File: src/rtl/sram_like_arbiter.sv
// -----------------------------------------------------------------------------
// sram_like_arbiter
//
// Shares one sram-like memory port between the instruction-fetch requester
// (inst side) and the load/store requester (data side). Address phases are
// arbitrated with data-side priority plus an anti-starvation override for the
// inst side. A grant that has been presented but not yet accepted is held
// stable until it is accepted or withdrawn. Responses come back in order and
// are routed to their requester through a small FIFO of owner ids.
//
// Ports
//   clk, reset                 clock, synchronous active-high reset
//   inst_sram_*  (in)          inst request: en/wr/size/wen/addr/wdata
//   inst_sram_addr_ok (out)    inst address accepted
//   inst_sram_data_ok (out)    inst response valid, inst_sram_rdata its data
//   data_sram_*                same set of signals for the load/store side
//   mem_* (out)                downstream request, muxed from the grant
//   mem_addr_ok (in)           downstream address accepted
//   mem_data_ok (in)           downstream response valid, mem_rdata its data
//   proto_err (out)            sticky: response arrived with nothing owed
// -----------------------------------------------------------------------------
module sram_like_arbiter #(
  parameter int OUTSTANDING  = 2,
  parameter int STARVE_LIMIT = 8
) (
  input  logic        clk,
  input  logic        reset,

  input  logic        inst_sram_en,
  input  logic        inst_sram_wr,
  input  logic [1:0]  inst_sram_size,
  input  logic [3:0]  inst_sram_wen,
  input  logic [31:0] inst_sram_addr,
  input  logic [31:0] inst_sram_wdata,
  output logic        inst_sram_addr_ok,
  output logic        inst_sram_data_ok,
  output logic [31:0] inst_sram_rdata,

  input  logic        data_sram_en,
  input  logic        data_sram_wr,
  input  logic [1:0]  data_sram_size,
  input  logic [3:0]  data_sram_wen,
  input  logic [31:0] data_sram_addr,
  input  logic [31:0] data_sram_wdata,
  output logic        data_sram_addr_ok,
  output logic        data_sram_data_ok,
  output logic [31:0] data_sram_rdata,

  output logic        mem_en,
  output logic        mem_wr,
  output logic [1:0]  mem_size,
  output logic [3:0]  mem_wen,
  output logic [31:0] mem_addr,
  output logic [31:0] mem_wdata,
  input  logic        mem_addr_ok,
  input  logic        mem_data_ok,
  input  logic [31:0] mem_rdata,

  output logic        proto_err
);

  localparam int PTR_W = (OUTSTANDING > 1) ? $clog2(OUTSTANDING) : 1;
  localparam int CNT_W = $clog2(OUTSTANDING + 1);
  localparam int STV_W = $clog2(STARVE_LIMIT + 1);

  localparam logic [PTR_W-1:0] PTR_LAST  = PTR_W'(OUTSTANDING - 1);
  localparam logic [CNT_W-1:0] CNT_FULL  = CNT_W'(OUTSTANDING);
  localparam logic [STV_W-1:0] STV_LIMIT = STV_W'(STARVE_LIMIT);

  typedef enum logic [1:0] {
    IDLE   = 2'd0,
    HOLD_I = 2'd1,
    HOLD_D = 2'd2
  } state_e;

  state_e           state_q, state_d;
  logic [PTR_W-1:0] wr_ptr_q, wr_ptr_d;
  logic [PTR_W-1:0] rd_ptr_q, rd_ptr_d;
  logic [CNT_W-1:0] count_q, count_d;
  logic             owner_q [OUTSTANDING];   // 0 = inst, 1 = data
  logic             owner_d [OUTSTANDING];
  logic [STV_W-1:0] starve_q, starve_d;
  logic             proto_err_q, proto_err_d;

  logic fifo_full, fifo_empty, starved;
  logic req_vld;     // some requester is selected this cycle
  logic req_data;    // selected requester is the data side
  logic mem_accept;  // address handshake completes this cycle
  logic pop;         // a response is consumed this cycle
  logic head;        // owner of the oldest outstanding transaction

  assign fifo_full  = (count_q == CNT_FULL);
  assign fifo_empty = (count_q == '0);
  assign starved    = (starve_q == STV_LIMIT);
  assign head       = owner_q[rd_ptr_q];

  // ---------------------------------------------------------------------------
  // FSM: state register
  // ---------------------------------------------------------------------------
  // NOTE: sequential state uses non-blocking assignments only; the *_d values
  // are computed with blocking assignments in the combinational blocks below.
  always_ff @(posedge clk) begin
    if (reset) begin
      state_q     <= IDLE;
      wr_ptr_q    <= '0;
      rd_ptr_q    <= '0;
      count_q     <= '0;
      starve_q    <= '0;
      proto_err_q <= 1'b0;
    end else begin
      state_q     <= state_d;
      wr_ptr_q    <= wr_ptr_d;
      rd_ptr_q    <= rd_ptr_d;
      count_q     <= count_d;
      starve_q    <= starve_d;
      proto_err_q <= proto_err_d;
    end
  end

  // NOTE: the owner storage has no reset; an entry is only ever read after it
  // has been written, because the pointers and count are reset.
  always_ff @(posedge clk) begin
    owner_q <= owner_d;
  end

  // ---------------------------------------------------------------------------
  // FSM: output logic (arbitration, muxing, handshakes)
  // ---------------------------------------------------------------------------
  // NOTE: every signal driven here gets a default first so no latch is
  // inferred on paths the case statement does not cover.
  always_comb begin
    req_vld  = 1'b0;
    req_data = 1'b0;
    unique case (state_q)
      IDLE: begin
        if (starved && inst_sram_en) begin
          req_vld  = 1'b1;
          req_data = 1'b0;
        end else if (data_sram_en) begin
          req_vld  = 1'b1;
          req_data = 1'b1;
        end else if (inst_sram_en) begin
          req_vld  = 1'b1;
          req_data = 1'b0;
        end
      end
      // A held grant ignores priority; withdrawing en drops the request.
      HOLD_I: begin
        req_vld  = inst_sram_en;
        req_data = 1'b0;
      end
      HOLD_D: begin
        req_vld  = data_sram_en;
        req_data = 1'b1;
      end
      default: begin
        req_vld  = 1'b0;
        req_data = 1'b0;
      end
    endcase

    // Full FIFO blocks new address phases but leaves a held grant in place.
    mem_en    = req_vld & ~fifo_full & ~reset;
    mem_wr    = req_data ? data_sram_wr    : inst_sram_wr;
    mem_size  = req_data ? data_sram_size  : inst_sram_size;
    mem_wen   = req_data ? data_sram_wen   : inst_sram_wen;
    mem_addr  = req_data ? data_sram_addr  : inst_sram_addr;
    mem_wdata = req_data ? data_sram_wdata : inst_sram_wdata;

    mem_accept        = mem_en & mem_addr_ok;
    inst_sram_addr_ok = mem_accept & ~req_data;
    data_sram_addr_ok = mem_accept &  req_data;

    // A response belongs only to an entry already in the FIFO, never to the
    // push happening in the same cycle.
    pop               = mem_data_ok & ~fifo_empty & ~reset;
    inst_sram_data_ok = pop & ~head;
    data_sram_data_ok = pop &  head;
    inst_sram_rdata   = mem_rdata;
    data_sram_rdata   = mem_rdata;

    proto_err = proto_err_q;
  end

  // ---------------------------------------------------------------------------
  // FSM: next-state logic
  // ---------------------------------------------------------------------------
  always_comb begin
    state_d = state_q;
    unique case (state_q)
      IDLE: begin
        if (mem_en && !mem_addr_ok) state_d = req_data ? HOLD_D : HOLD_I;
      end
      HOLD_I: begin
        if (mem_accept || !inst_sram_en) state_d = IDLE;
      end
      HOLD_D: begin
        if (mem_accept || !data_sram_en) state_d = IDLE;
      end
      default: state_d = IDLE;
    endcase
  end

  // ---------------------------------------------------------------------------
  // Owner FIFO, starve counter, protocol error
  // ---------------------------------------------------------------------------
  always_comb begin
    owner_d  = owner_q;
    wr_ptr_d = wr_ptr_q;
    rd_ptr_d = rd_ptr_q;
    count_d  = count_q;

    if (mem_accept) begin
      owner_d[wr_ptr_q] = req_data;
      wr_ptr_d          = (wr_ptr_q == PTR_LAST) ? '0 : wr_ptr_q + 1'b1;
    end
    if (pop) begin
      rd_ptr_d = (rd_ptr_q == PTR_LAST) ? '0 : rd_ptr_q + 1'b1;
    end
    unique case ({mem_accept, pop})
      2'b10:   count_d = count_q + 1'b1;
      2'b01:   count_d = count_q - 1'b1;
      default: count_d = count_q;
    endcase

    // Count every cycle inst waits; any inst handshake or idle inst clears.
    if (inst_sram_en && !inst_sram_addr_ok) begin
      starve_d = starved ? starve_q : starve_q + 1'b1;
    end else begin
      starve_d = '0;
    end

    proto_err_d = proto_err_q | (mem_data_ok & fifo_empty);
  end

endmodule

File: config.mk
export PLATFORM = sky130hd
export DESIGN_NAME = sram_like_arbiter
export DESIGN_NICKNAME = d
export VERILOG_FILES = /design/src/rtl/sram_like_arbiter.sv
export SDC_FILE = /design/constraint.sdc
export NUM_CORES = 1
export LEC_CHECK = 0
export ABC_AREA = 1
export ABC_CLOCK_PERIOD_IN_PS = 2080
export CORE_AREA = 4 4 124 126
export CTS_CLUSTER_SIZE = 40
export DETAILED_ROUTE_END_ITERATION = 12
export DIE_AREA = 0 0 128 130
export DONT_BUFFER_PORTS = 1
export RECOVER_POWER = 25
export SYNTH_ARGS = -nofsm -noshare
export SYNTH_HDL_FRONTEND = slang
export SYNTH_SLANG_ARGS = --single-unit
File: constraint.sdc
create_clock -name clk -period 2.08 [get_ports clk]
set_input_delay 0.312 -clock clk [delete_from_list [all_inputs] [get_ports clk]]
set_output_delay 0.312 -clock clk [all_outputs]
set_load 0.005 [all_outputs]
==> impl_metrics.ini, run 1 <==
[route]
wl_per_cell_um = 14.96
dr.pass1.iters = 5
viasPerCell = 4.012
route.detailed.drc = 0
antenna_left = 0
finalWirelength_um = 7692
routed-via-count = 2062
drt_iter0_markers = 118

[worst_setup_path]
path_cells = inv_1, ha_2, nand4_1, nand2_2, nand2_8, clkinv_8, buf_16, nand2_1, nand2_2
critical-path-max-stage-delay_ns = 0.32
crit_slowest_cell = dfxtp_2
timing.critical_path.mode_cell = nand2_2
worstSetupPathType = reg -> out
cp-start-kind = flop
timing.rr.start = count_q[0]
worst-path-max-fanout = 24
arrival_ns = 1.68
critPathLaunch = starve_q[1]
end_kind = primary output
cp.required_ns = 1.77

[logic_synthesis]
synth_top_area_cell = nand2_1
synth_edf_count = 2
avgSynthCellArea_um2 = 5.407
syn_area_um2 = 2103
synthTopCellsByCount = 224 x nand2_1, 64 x buf_4, 19 x inv_1, 12 x nor2_1, 11 x dfxtp_1
yosysTopAreaCellShare = 0.3998
async_flop_share = 0
synthesis.nets = 572
ys_top_cells_by_area = nand2_1 40%, buf_4 23%, dfxtp_1 10%
synth_ff_type = dfxtp_1
yosysMostFrequentCell = nand2_1
yosysWarningCount = 0
synth_seq_cells = 13
synthDistinctLibCells = 23
yosysSeqAreaShare = 0.1333
syn_inst = 389

[min_path]
hold_path_class = in -> reg
hold_start = reset

[floorplan]
die_w_um = 128
fp.dieH_um = 130
initial_core_util = 0.1469
num_rows = 44
core-area_um2 = 14310
die_area_um2 = 16640
ios = 321

[cells_and_area]
fillers = 1678
layout-drive-gt1-share = 0.1091
final_cells = 514
regArea_um2 = 282.8
multi_input_area_um2 = 1167
antennaDiodeCount = 0
syn2layout_area_growth_pct = -2.142
nNetsFinal = 514

[grt]
grt_pass1_vias = 1556
antenna_found_initial = 1
grt_pass1_wl_um = 8438
grt_overflow = 0
grt_max_degree = 48
track_usage = 0.06627

[pwr]
leakagePower_nw = 1.101
ir_drop_v = 0.0002372
combPwrFrac = 0.430
seq_power_share = 0.252
clock_power_share = 0.318
p_int_w = 0.0007029
p_switching_w = 0.0004220
p_per_area_nw_per_um2 = 546.5
switching_share = 0.3751

[sta]
finalHoldViolCount = 0
setup-violations-final = 0
fin_crit_sh = 0.9557
max_freq_mhz = 503.1
fin_crit_ns = 1.988
skew_ns = 0.001074
slew_headroom = 0.7820
tightestPinTransition_ns = 0.3236
final_max_slew_viol_count = 0
fin_tns_setup_ns = 0

[placement]
portBuffers = 0
place.gp.congestion = 0.8518
hpwl_um = 6069
dp_cells = 500

[status]
status = completed

[clocking]
htreeDepth = 1
cts_buffers = 3
cts_tree = yes
cts_hold_buf = 0
path_clk_slew_ns = 0.05
cts_sinks = 13
clk_latency_ns = 0.24
clock-root-buffer = clkbuf_16
cts_buffer_depth = 2

[job]
drv_cap = 0
==> sequential cells by signal, summed over array words and instances (netlist names) <==
signal     flops
starve_q       4
count_q        2
owner_q        2
state_q        2
proto_err      1
rd_ptr_q       1
wr_ptr_q       1
==> cells in the final DEF, fill, tap and decap left out <==
master / instances
inv_1: 19
a21oi_2: 1
buf_12: 2
buf_6: 2
nand3_1: 8
nand3_2: 1
nand2_2: 8
nand4_1: 2
xnor2_1: 1
inv_2: 2
buf_4: 7
xor2_1: 2
clkbuf_16: 4
dfxtp_2: 2
clkbuf_1: 1
ha_2: 1
clkinv_8: 1
a21oi_1: 8
or2_2: 1
o21ai_0: 8
nand2_1: 219
nor2_1: 12
buf_16: 2
inv_6: 1
edfxtp_1: 2
dfxtp_1: 9
a31oi_1: 1
ha_1: 2
nand2_8: 1
==> timing repair <==
item	CTS	global route
resized for setup	3	18
cloned	0	3
buffers inserted	0	7
endpoints found under the setup margin	22	65
pin swaps	0	2
==> per-layer routing <==
| metal | share of wire | vias to the layer above | GRT usage |
|---|---|---|---|
| li1 | - | 991 | - |
| met5 | 0.00091 | - | 0 |
| met2 | 0.45 | 182 | 0.09889 |
| met3 | 0.16 | 34 | 0.02824 |
| met4 | 0.043 | 2 | 0.04120 |
| met1 | 0.34 | 853 | 0.07851 |
==> power groups by stage <==
stage | sequential (W) | clock (W) | combinational [W]
5_1_grt | 0.000285 | 0.000376 | 0.000548
2_1_floorplan | 0.000285 | 0 | 0.000436
3_3_place_gp | 0.000288 | 0 | 0.000395
3_5_place_dp | 0.000288 | 0 | 0.000402
6_report | 0.000284 | 0.000357 | 0.000484
4_1_cts | 0.000284 | 0.000362 | 0.000407
==> cell families after synthesis <==
| logic type | Yosys count | share of synthesized area |
|---|---|---|
| and+or+nand+nor | 252 | 0.4682 |
| adders and majority gates | 3 | 0.01785 |
| buffers and inverters | 100 | 0.3230 |
| xor gates and xnor gates | 3 | 0.01249 |
| AOI/OAI and AO/OA | 18 | 0.04522 |
| DFF | 13 | 0.1333 |
==> per-stage QoR <==
| step | worst slack, ns | power [W] | utilization | area, um^2 | hold WS, ns |
|---|---|---|---|---|---|
| finish | 0.09219 | 0.001125 | 0.1438 | 2058 | 0.1404 |
| global route | -0.01494 | 0.001210 | 0.1438 | 2058 | 0.1342 |
| CTS | 0.003789 | 0.001053 | 0.1312 | 1878 | 0.1397 |
| detailed placement | 0.1742 | 0.0006897 | 0.1250 | 1789 | 0.3856 |
| global placement | 0.2070 | 0.0006826 | 0.1250 | 1789 | 0.3858 |
| floorplan | 0.5436 | 0.0007209 | - | 2103 | 0.3811 |
==> worst max-delay path: cells and delay by family (launching register included) <==
kind | cells | cell delay (ns)
AND/OR/NAND/NOR | 5 | 0.56
buffers and inverters | 3 | 0.36
adder cells (fa/ha/maj) | 1 | 0.18
flip-flops | 1 | 0.32
==> final cells by class <==
class                      instances  area share
sequential                        13      0.1374
timing repair buffer              14     0.09483
clock buffer                       4     0.03830
tap                              184      0.1119
timing repair inverter             1    0.004255
inverter                          22     0.04620
multi-input combinational        276      0.5672
==> worst paths after layout <==
check           endpoint  slack, ns  cells after the start
max          mem_addr[9]       0.09                      9
min           state_q[0]       0.14                      1
max reg2reg   count_q[1]       0.33                      8
min reg2reg     rd_ptr_q       0.49                      2
Note: power is estimated with default switching activity, not from simulation.
==> run 2: changes to the inputs <==
CELL_PAD_IN_SITES_DETAIL_PLACEMENT = 1   (was unset)
CELL_PAD_IN_SITES_GLOBAL_PLACEMENT = 2   (was unset)
PLACE_DENSITY_LB_ADDON = 0.1   (was unset)
SKIP_LAST_GASP = 1   (was unset)
==> impl_metrics.ini, run 2 (synthesis gave the netlist of run 1 again) <==
[status]
status = completed

[pwr]
combPwrFrac = 0.435
clock_power_share = 0.322
seq_power_share = 0.243
ir_drop_v = 0.0002129
p_int_w = 0.0007084
switching_share = 0.3899
p_switching_w = 0.0004528
finalPower_w = 0.001161
leakagePower_nw = 1.099
p_per_area_nw_per_um2 = 563.1

[clocking]
cts_buffers = 3
clk_latency_ns = 0.24
cts_buffer_depth = 2
cts_sinks = 13
cts_tree = yes
path_clk_slew_ns = 0.05
clock-root-buffer = clkbuf_16
htreeDepth = 1
cts_hold_buf = 0

[sta]
fin_crit_sh = 0.9675
finalHoldViolCount = 0
fin_tns_setup_ns = 0
tightestPinTransition_ns = 0.3353
finalWorstSetupSlack_ns = 0.06768
setup-violations-final = 0
rsz0062_at_grt = true
max_freq_mhz = 496.9
skew_ns = 0.001776
final_max_slew_viol_count = 0
fin_crit_ns = 2.012
slew_headroom = 0.7741

[placement]
hpwl_um = 7604
portBuffers = 0
place_ws_ns = 0.2237
dp_cells = 500
place.gp.congestion = 0.6670
placed_cell_area_um2 = 1802

[floorplan]
fp.dieH_um = 130
core-area_um2 = 14310
num_rows = 44
die_w_um = 128
die_area_um2 = 16640
initial_core_util = 0.1469
ios = 321

[grt]
grt_pass1_vias = 2061
grt_max_degree = 47
track_usage = 0.09549
grt_pass1_wl_um = 12250
grt_overflow = 0
antenna_found_initial = 0

[route]
finalWirelength_um = 9537
antenna_left = 0
drt_iter0_markers = 31
route.detailed.drc = 0
wirelength_met1_um = 3161
dr.pass1.iters = 4
top_layer_used = met4
wl_per_cell_um = 18.70
routed-via-count = 2019
viasPerCell = 3.959
dr_wl_met2_um = 5316
wl_met3_um = 972

[cells_and_area]
final_cell_mix = 219 x nand2_1, 19 x inv_1, 12 x nor2_1
max_flop_register = starve_q
largest_reg_flops = 4
final_area_um2 = 2062
final_cells = 510
nNetsFinal = 510
syn2layout_area_growth_pct = -1.963
final_common_cell = nand2_1
layout-drive-gt1-share = 0.09509
antennaDiodeCount = 0

[worst_setup_path]
arrival_ns = 1.70
end_kind = primary output
critical_path_buf_inv_count = 3
critical-path-max-stage-delay_ns = 0.35
path_cells = inv_1, ha_1, nand4_1, nand2_2, nand2_8, clkinv_8, clkbuf_16, nand2_1, nand2_1
crit_family = simple AND/OR/NAND/NOR gates
cp.required_ns = 1.77
timing.critical_path.mode_cell = nand2_1
worstSetupPathType = reg -> out
critPathLaunch = starve_q[0]
cp-start-kind = flop
timing.rr.start = count_q[1]
worst-path-max-fanout = 14
crit_slowest_cell = dfxtp_4

[min_path]
hold_start = reset
hold_path_class = in -> reg

[job]
drv_cap = 0
-- run 2: cell count changes in the layout (fill, tap and decap cells not counted), sizes merged --
| cell | change |
|---|---|
| buf | -5 |
| clkbuf | +2 |
| inv | -1 |
-- run 2: path summary, 6_finish.rpt --
kind,endpoint,slack [ns],cells after the start
setup reg to reg,count_q[1],0.42,7
setup / recovery,mem_wdata[2],0.07,9
hold / removal,state_q[1],0.13,1
hold reg to reg,wr_ptr_q,0.49,2
-- run 2: layer usage --
metal / vias up / global-route usage
li1: 982 / -
met1: 889 / 0.09393
met2: 126 / 0.1873
met3: 22 / 0.04011
met4: 0 / 0.01810
met5: - / 0
-- run 2: what timing repair did --
action | in CTS | in global routing
setup endpoints to repair | 13 | 72
resized for setup | 2 | 17
cloned | 1 | 3
pin swaps | 0 | 2
setup buffers | 0 | 2
-- run 2: area by class of cell --
cell class,instances,area (um^2)
clock buffer,4,78.83
fill,1820,12250
inverter,22,95.09
multi-input combinational,276,1165
sequential,13,285.3
tap,184,230.2
timing repair buffer,11,207.7
-- run 2: power groups by stage --
| stage | combinational, W | clock, W | sequential [W] |
|---|---|---|---|
| 2_1_floorplan | 0.000436 | 0 | 0.000285 |
| 3_5_place_dp | 0.000443 | 0 | 0.000288 |
| 3_3_place_gp | 0.000440 | 0 | 0.000288 |
| 4_1_cts | 0.000471 | 0.000397 | 0.000283 |
| 5_1_grt | 0.000579 | 0.000403 | 0.000285 |
| 6_report | 0.000505 | 0.000374 | 0.000283 |
-- run 2: metrics by stage --
| stage | utilization | hold slack (ns) |
|---|---|---|
| CTS | 0.1344 | 0.1245 |
| global route | 0.1441 | 0.1238 |
| global placement | 0.1259 | 0.3861 |
| finish | 0.1441 | 0.1314 |
| detailed placement | 0.1259 | 0.3875 |
| floorplan | - | 0.3811 |
-- run 2: worst register-to-register path: cells and delay by family, from the launching register on --
family	cells	cell delay (ns)
compound gates	5	0.77
flops	1	0.33
fa+ha+maj	1	0.33
simple gates	1	0.11
